[src/rtl/pcm_chan_fifo_pkg.sv]
// Shared widths for the PCM channel capture FIFO.
package pcm_chan_fifo_pkg;
  localparam int PCM_W    = 16;
  localparam int CHOOSE_W = 8;
  localparam int SEP_W    = 8;
endpackage

[src/rtl/pcm_sync_fifo.sv]
// Single-clock first-word-fall-through FIFO with a registered head word.
module pcm_sync_fifo
  import pcm_chan_fifo_pkg::*;
#(
  parameter int pcmaw = 1
) (
  input  logic             clk1,
  input  logic             rst,
  input  logic             push,
  input  logic             pop,
  input  logic             flush,
  input  logic [PCM_W-1:0] din,
  output logic [PCM_W-1:0] dout,
  output logic             valid,
  output logic             full,
  output logic [pcmaw:0]   count
);
  localparam int DEPTH = 1 << pcmaw;

  logic [PCM_W-1:0] mem [DEPTH];
  logic [pcmaw-1:0] wr_ptr, rd_ptr, rd_nxt;
  logic [pcmaw:0]   cnt, cnt_rem, cnt_nxt;
  logic [PCM_W-1:0] head;
  logic             push_en, pop_en;

  // Occupancy never exceeds DEPTH, so its MSB alone marks full.
  assign full    = cnt[pcmaw];
  assign valid   = (cnt != '0);
  assign count   = cnt;
  assign dout    = head;
  assign push_en = push & ~full & ~flush;
  assign pop_en  = pop & valid & ~flush;
  assign rd_nxt  = rd_ptr + pcmaw'(pop_en);
  assign cnt_rem = cnt - (pcmaw+1)'(pop_en);
  assign cnt_nxt = cnt_rem + (pcmaw+1)'(push_en);

  always_ff @(posedge clk1) begin
    if (push_en) mem[wr_ptr] <= din;
  end

  always_ff @(posedge clk1 or negedge rst) begin
    if (!rst) begin
      wr_ptr <= '0;
      rd_ptr <= '0;
      cnt    <= '0;
      head   <= '0;
    end else if (flush) begin
      wr_ptr <= '0;
      rd_ptr <= '0;
      cnt    <= '0;
    end else begin
      wr_ptr <= wr_ptr + pcmaw'(push_en);
      rd_ptr <= rd_nxt;
      cnt    <= cnt_nxt;
      // Head follows the next-to-read entry; it bypasses din when the FIFO
      // would otherwise be empty, and holds the last popped word when empty.
      if (cnt_nxt != '0) head <= (cnt_rem == '0) ? din : mem[rd_nxt];
    end
  end
endmodule

[src/rtl/pcm_chan_fifo.sv]
// Captures one selected PCM lane, decimated by a skip count, into a small FIFO.
module pcm_chan_fifo
  import pcm_chan_fifo_pkg::*;
#(
  parameter int CHANNEL = 6,
  parameter int pcmaw   = 1
) (
  input  logic                     clk1,
  input  logic                     rst,
  input  logic [CHANNEL*PCM_W-1:0] pcm_in,
  input  logic [CHANNEL-1:0]       pcm_in_valid,
  output logic [CHANNEL-1:0]       pcm_in_ready,
  output logic [PCM_W-1:0]         pcm_out,
  output logic                     pcm_out_valid,
  input  logic                     pcm_out_ready,
  input  logic [CHOOSE_W-1:0]      pcm_channel_choose,
  input  logic [SEP_W-1:0]         pcm_capture_sep,
  output logic [pcmaw:0]           pcm_available
);
  logic [PCM_W-1:0]    lane_data;
  logic                lane_vld, sel_ok, full, evt, chg, push;
  logic [CHOOSE_W-1:0] sel_q;
  logic                sel_seen;
  logic [SEP_W-1:0]    skip_q;

  always_comb begin
    lane_data = '0;
    lane_vld  = 1'b0;
    for (int k = 0; k < CHANNEL; k++) begin
      if (pcm_channel_choose == CHOOSE_W'(k)) begin
        lane_data = pcm_in[PCM_W*k +: PCM_W];
        lane_vld  = pcm_in_valid[k];
      end
    end
  end

  for (genvar k = 0; k < CHANNEL; k++) begin : g_rdy
    assign pcm_in_ready[k] = ~(full && pcm_channel_choose == CHOOSE_W'(k));
  end

  assign sel_ok = (pcm_channel_choose < CHOOSE_W'(CHANNEL));
  assign evt    = sel_ok & lane_vld & ~full;
  // The first edge after reset has no previous selection to compare with.
  assign chg    = sel_seen & (pcm_channel_choose != sel_q);
  assign push   = evt & (skip_q == '0) & ~chg;

  always_ff @(posedge clk1 or negedge rst) begin
    if (!rst) begin
      sel_q    <= '0;
      sel_seen <= 1'b0;
      skip_q   <= '0;
    end else begin
      sel_q    <= pcm_channel_choose;
      sel_seen <= 1'b1;
      if (chg)      skip_q <= '0;
      else if (evt) skip_q <= (skip_q == '0) ? pcm_capture_sep : skip_q - 1'b1;
    end
  end

  pcm_sync_fifo #(.pcmaw(pcmaw)) u_fifo (
    .clk1  (clk1),
    .rst   (rst),
    .push  (push),
    .pop   (pcm_out_ready),
    .flush (chg),
    .din   (lane_data),
    .dout  (pcm_out),
    .valid (pcm_out_valid),
    .full  (full),
    .count (pcm_available)
  );
endmodule

[config.mk]
export PLATFORM = sky130hd
export DESIGN_NAME = pcm_chan_fifo
export DESIGN_NICKNAME = d
export VERILOG_FILES = /design/src/rtl/pcm_chan_fifo_pkg.sv /design/src/rtl/pcm_sync_fifo.sv /design/src/rtl/pcm_chan_fifo.sv
export SDC_FILE = /design/constraint.sdc
export NUM_CORES = 1
export LEC_CHECK = 0
export BUFFER_PORTS_ARGS = -buffer_cell sky130_fd_sc_hd__buf_4
export CORE_ASPECT_RATIO = 0.8
export CORE_MARGIN = 2
export CORE_UTILIZATION = 54
export DETAILED_ROUTE_END_ITERATION = 6
export PLACE_DENSITY_LB_ADDON = 0.1
export SYNTH_ARGS = -nofsm -noshare
export SYNTH_HDL_FRONTEND = slang
export SYNTH_SLANG_ARGS = --single-unit
[constraint.sdc]
create_clock -name clk1 -period 6.4 [get_ports clk1]
set_input_delay 0 -clock clk1 [delete_from_list [all_inputs] [get_ports clk1]]
set_output_delay 0 -clock clk1 [all_outputs]
set_load 0.02 [all_outputs]
## After elaboration in Yosys (flattened, before gate mapping)

Memories as Yosys holds them, arrays and structs flattened.
Index checks and enable logic that the tools add are counted.

| word-level totals | value |
|---|---|
| RAM bits | 32 |
| register bits after elaboration | 37 |
| memories | 1 |
| output and inout port bits | 25 |

Memory list:

| memory | words | width | rd ports | clocked after Yosys merged registers in | wr ports | RTL line | RTL |
|---|---|---|---|---|---|---|---|
| u_fifo.mem | 2 | 16 | 1 | 0 | 1 | pcm_sync_fifo.sv:20 | `logic [PCM_W-1:0] mem [DEPTH];` |

| operators by class | value |
|---|---|
| mux-type cells | 21 |
| equal/unequal tests | 6 |
| $add $sub $neg | 5 |
| $lt $le $gt $ge | 1 |
| reduce and logical (&&, ||, !) cells | 13 |
| bitwise operators | 17 |

Operator list:

| cell | number |
|---|---|
| $mux 16 | 7 |
| $mux 8 | 3 |
| $eq 8x2->1 const B | 2 |
| $eq 8x3->1 const B | 2 |
| $logic_not 8->1 | 2 |
| $mux 1 | 10 |
| $and 1x1->1 | 9 |
| $eq 8x1->1 const B | 1 |
| $lt 8x3->1 const B | 1 |
| $ne 8x8->1 | 1 |
| $not 1->1 | 8 |
| $sub 8x1->8 const B | 1 |
| $logic_and 1x1->1 | 6 |
| $reduce_bool 2->1 | 3 |
| $add 1x1->1 | 2 |
| $add 2x1->2 | 1 |
| $logic_not 2->1 | 1 |
| $mux 2 | 1 |
| $reduce_and 2->1 | 1 |
| $sub 2x1->2 | 1 |

## Longest topological paths before layout

| depth | value |
|---|---|
| depth in word-level cells | 16 |
| mapped depth | 14 |
| depth with buffers taken out | 12 |

## Cells and area by module

From an unflattened synthesis, not the netlist that was laid out.

| unflattened totals | value |
|---|---|
| cell total of the unflattened synthesis | 450 |
| area total of the unflattened synthesis | 4420.5 sq um |

Modules (own cells, without submodules):

| module | cells each | area an instance (sq um) | times used | seq. area each (sq um) |
|---|---|---|---|---|
| pcm_sync_fifo | 227 | 2587.5 | 1 | 1461.4 |
| pcm_chan_fifo | 223 | 1833.0 | 1 | 425.4 |

## Worst setup path before layout

Ideal clock, no wire load.

| timing | value |
|---|---|
| path type | register to register |
| from | register sel_q[5] |
| to | register u_fifo.head[11], in the netlist u_fifo.dout[11] |
| setup slack | 3607 ps |
| arrival time | 2706 ps |
| data required time | 6313 ps |
| path buffers | 3 |
| stages on the path, launching flop included | 14 |
| path through | dfrtp_1 -> xor2_1 -> nor4_2 -> a21boi_0 -> clkbuf_1 -> nor2_1 -> ha_1 -> inv_1 -> ha_1 -> o21ai_0 -> clkbuf_1 -> buf_2 -> nand2_1 -> o211ai_1 |

| between the ends | value |
|---|---|
| word-level cells in the longest chain between the ends | 9 |
| elaborated cells between the ends (all ways) | 15 |
| classes of those cells | add/sub (3); eq/ne (1); mux (1); bitwise (6); reduce/logical (3); memory (1) |

Ends and longest elaborated chain:

| element | RTL line | RTL |
|---|---|---|
| start: declaration | pcm_chan_fifo.sv:22 | `logic [CHOOSE_W-1:0] sel_q;` |
| start signal: assignment | pcm_chan_fifo.sv:53 | `sel_q <= pcm_channel_choose;` |
| $ne 8x8->1 (*) | pcm_chan_fifo.sv:44 | `assign chg = sel_seen & (pcm_channel_choose != sel_q);` |
| $and 1x1->1 (*) | pcm_chan_fifo.sv:44 |  |
| $not 1->1 (no line) (*) | - |  |
| parallel branches: the longest is 6 deep, another holds $sub 2x1->2 | - |  |
| end signal: assignment | pcm_sync_fifo.sv:57 | `if (cnt_nxt != '0) head <= (cnt_rem == '0) ? din : mem[rd_nxt];` |
| end: declaration | pcm_sync_fifo.sv:23 | `logic [PCM_W-1:0] head;` |

Every way passes the cells marked *.
A chain may end at the register's enable or synchronous reset.

## Worst setup path after layout

| timing | value |
|---|---|
| from | input pcm_channel_choose[1] |
| to | register u_fifo.head[0], in the netlist u_fifo.dout[0] |

| between the ends | value |
|---|---|
| word-level cells in the longest chain between the ends | 16 |
| elaborated cells between the ends (all ways) | 37 |
| classes of those cells | add/sub (3); order compare (1); eq/ne (6); mux (13); bitwise (9); reduce/logical (4); memory (1) |

Ends and longest elaborated chain:

| element | RTL line | RTL |
|---|---|---|
| start: declaration | pcm_chan_fifo.sv:16 | `input logic [CHOOSE_W-1:0] pcm_channel_choose,` |
| $logic_not 8->1 | pcm_chan_fifo.sv:30 | `if (pcm_channel_choose == CHOOSE_W'(k)) begin` |
| $mux 1 (6 in a row) | pcm_chan_fifo.sv:30 |  |
| $and 1x1->1 (2 in a row) | pcm_chan_fifo.sv:42 | `assign evt = sel_ok & lane_vld & ~full;` |
| $and 1x1->1 (2 in a row) | pcm_chan_fifo.sv:45 | `assign push = evt & (skip_q == '0) & ~chg;` |
| $and 1x1->1 (2 in a row) | pcm_sync_fifo.sv:31 | `assign push_en = push & ~full & ~flush;` |
| $add 2x1->2 | pcm_sync_fifo.sv:35 | `assign cnt_nxt = cnt_rem + (pcmaw+1)'(push_en);` |
| $reduce_bool 2->1 | pcm_sync_fifo.sv:57 |  |
| $reduce_and 2->1 (no line) | - |  |

Parallel ways exist; a longest one is shown, timed or not.

==> out/metrics.yaml <==
timing:
  skew_ns: 0.00934
  setup_viol: 0
  fin_crit_sh: 0.629
  slew_headroom: 0.241
  finalHoldViolCount: 0
  final_max_slew_viol_count: 0
  max_freq_ghz: 0.249
  fin_crit_ns: 4.02
  grt_setup_unrepaired: "no"
  worstMarginPinSlew_ns: 1.13
  setup_tns_ns: 0
cts:
  cts_max_path_buffers: 2
  cts_sinks: 69
  htreeDepth: 3
  cts_resized: 0
  numCtsBuffers: 9
  cts.reportedPaths.clkPinSlew_ns: 0.08
  cts_tree: "built"
  clockRootBuffer: "clkbuf_8"
  insertion_delay_ns: 0.34
critical_path:
  crit_fanout: 41
  required_ns: 6.65
  start_kind: "primary input"
  critPathKind: "in2reg"
  end_kind: "flip-flop"
  arrival_ns: 4.27
power:
  p_sw_frac: 0.273
  switching_power_uw: 303
  cellPowerDensity_nw_per_um2: 206
  ir_drop_mv: 0.131
  p_clk_frac: 0.330
  pwr-share-seq: 0.455
  p_int_uw: 805
  p_comb_frac: 0.215
  p_leak_uw: 0.00254
floorplanning:
  row_count: 27
  core-area_sq_um: 6990
  fp.dieH_um: 80.7
  num_io_pins: 146
  initial_utilization: 0.567
  die_area_sq_um: 8050
  fp.dieW_um: 99.8
place:
  dp_hpwl_um: 8010
  io_buffers: 145
  postPlaceCellArea_sq_um: 5070
  routabilityCongestion: 0.906
routing:
  vias: 3585
  met2WireLength_um: 5220
  drt_pre_antenna_iters: 5
  topRoutingLayerUsed: "met4"
  wl_met1_um: 4780
  vias_per_cell: 5.87
  drt.antenna.violating_nets: 0
  avgRoutedWirePerCell_um: 17.9
  wl_met3_um: 742
  drt_iter0_markers: 213
  post-route-drc-count: 0
  drt_wl_total_um: 10900
status:
  status: "finished, final reports clean"
synth:
  async_flop_share: 0.536
  yosysSeqAreaShare: 0.476
  yosys.area.top_type: "edfxtp_1"
  syn_inst: 375
  synth-seq-cells: 69
  postSynthAreaPerCell_sq_um: 10.6
  synth.top_cells.by_area: "edfxtp_1 24%, dfrtp_1 23%, mux2i_1 8.6%"
  yosysUniqueCellTypes: 49
  synth_nets: 502
  yosysWarningCount: 0
  yosys.area.top_type_share: 0.242
  syn_area_sq_um: 3970
  synth-edff-count: 32
  ys.flop_type: "dfrtp_1"
min_path:
  hp-class: "in2reg"
global_routing:
  grt_pass1_vias: 3450
  grt_usage: 0.279
  antenna_found_initial: 0
  grt_max_degree: 58
  grt_pass1_wl_um: 17100
  grt_overflow: 0
finish:
  final_area_sq_um: 5380
  antenna_cells: 0
  area_delta_synth_final_pct: 35.6
  most-common-layout-cells: "148 x buf_4, 37 x dfrtp_1, 34 x mux2i_1"
  layout-drive-gt1-share: 0.342
  final_common_cell: "buf_4"
  layout.nets: 646
flow_run:
  drv_cap: 0
==> cell usage after synthesis, types with 2 or more instances <==
cell,number
nor4_1,2
nand2b_1,5
nor4_2,3
a22o_1,11
or3_1,6
a211oi_1,2
o22ai_1,5
nor2_1,24
inv_1,14
nand4_1,2
mux2_2,6
a2bb2oi_1,11
ha_1,6
a22oi_1,4
nand3_1,15
o211ai_1,15
o2111a_1,5
buf_1,2
and2_1,4
o221ai_1,6
edfxtp_1,32
nand4b_1,3
xor2_1,8
o21ai_0,21
xnor2_1,2
dfrtp_1,37
buf_2,6
nand2_1,33
nor2b_1,3
o21a_1,6
nor3_1,2
clkbuf_1,15
and3_1,2
mux2i_1,34
a21oi_1,4
a221oi_1,2
o22a_1,5
==> per-layer routing <==
layer | vias up | global-route usage
li1 | 1692 | -
met1 | 1709 | 0.382
met2 | 165 | 0.446
met3 | 19 | 0.0618
met4 | 0 | 0.0890
met5 | - | 0
==> logic make-up (layout without fill, tap and decap cells) <==
kind of cell / after synthesis / in the layout / synth area share
flip-flops: 69 / 69 / 0.476
other: 1 / 1 / 0.000945
buffers and inverters: 39 / 188 / 0.0416
XOR/XNOR: 10 / 10 / 0.0221
multiplexers: 41 / 41 / 0.109
AND/OR/NAND/NOR: 107 / 107 / 0.135
AO/OA/AOI/OAI: 102 / 102 / 0.197
adder cells (fa/ha/maj): 6 / 6 / 0.0189
==> layout make-up <==
type | count | area [sq um]
clock buffer | 10 | 138
clock inverter | 6 | 67.6
fill | 485 | 1610
inverter | 14 | 52.6
multi-input combinational | 267 | 1910
sequential | 69 | 1890
tap | 87 | 109
timing repair buffer | 158 | 1210
==> timing repair <==
| item | 4_1_cts | 5_1_grt |
|---|---|---|
| hold buffers | 10 | 0 |
| setup buffers | 0 | 0 |
| endpoints found under the hold margin | 46 | 0 |
==> worst paths after layout <==
check | start | to | slack, ns | depth (start not counted)
worst min register to register | u_fifo.dout[9] | u_fifo.dout[9] | 0.51 | 2
min in group asynchronous | rst | u_fifo.dout[8] | 0.15 | 2
worst max register to register | sel_q[5] | u_fifo.dout[0] | 2.64 | 13
worst min-delay path | pcm_capture_sep[0] | skip_q[0] | 0.01 | 3
max in group asynchronous | rst | u_fifo.count[0] | 5.89 | 2
worst max-delay path | pcm_channel_choose[1] | u_fifo.dout[0] | 2.38 | 13
==> power groups by stage <==
stage / clock network, uW / registers, uW / logic (uW)
after floorplan: 0 / 539 / 85.9
after global placement: 0 / 512 / 228
after detailed placement: 0 / 513 / 234
after CTS: 371 / 504 / 239
after global routing: 389 / 507 / 260
final: 366 / 504 / 238
==> stage by stage <==
stage	setup slack, ns	hold slack [ns]	utilization	cells	total power [uW]
2_1_floorplan	3.61	-0.296	-	375	625
3_3_place_gp	2.81	-0.00890	0.726	585	740
3_5_place_dp	2.52	-0.00394	0.726	585	747
4_1_cts	2.46	0.00374	0.769	611	1110
5_1_grt	2.00	0.0245	0.769	611	1160
6_report	2.38	0.0129	0.769	611	1110
==> flip-flops by register name (all words and copies together) (netlist names) <==
signal	cells
u_fifo.wr_ptr	1
u_fifo.mem	32
u_fifo.rd_ptr	1
sel_q	8
sel_seen	1
u_fifo.dout	16
u_fifo.count	2
skip_q	8
==> worst max-delay path, stage by stage <==
cell and delay (ns):
dlygate4sd3_1 0.55, buf_4 0.27, nor2b_1 0.62, a22oi_1 0.18, nor4_2 0.21, buf_4 0.27, and3_1 0.23, ha_1 0.19
xnor2_1 0.19, nor2_1 0.08, nor2_1 0.56, nand2_1 0.55, o211ai_1 0.36
No activity file was read; power rests on OpenSTA's default activity.
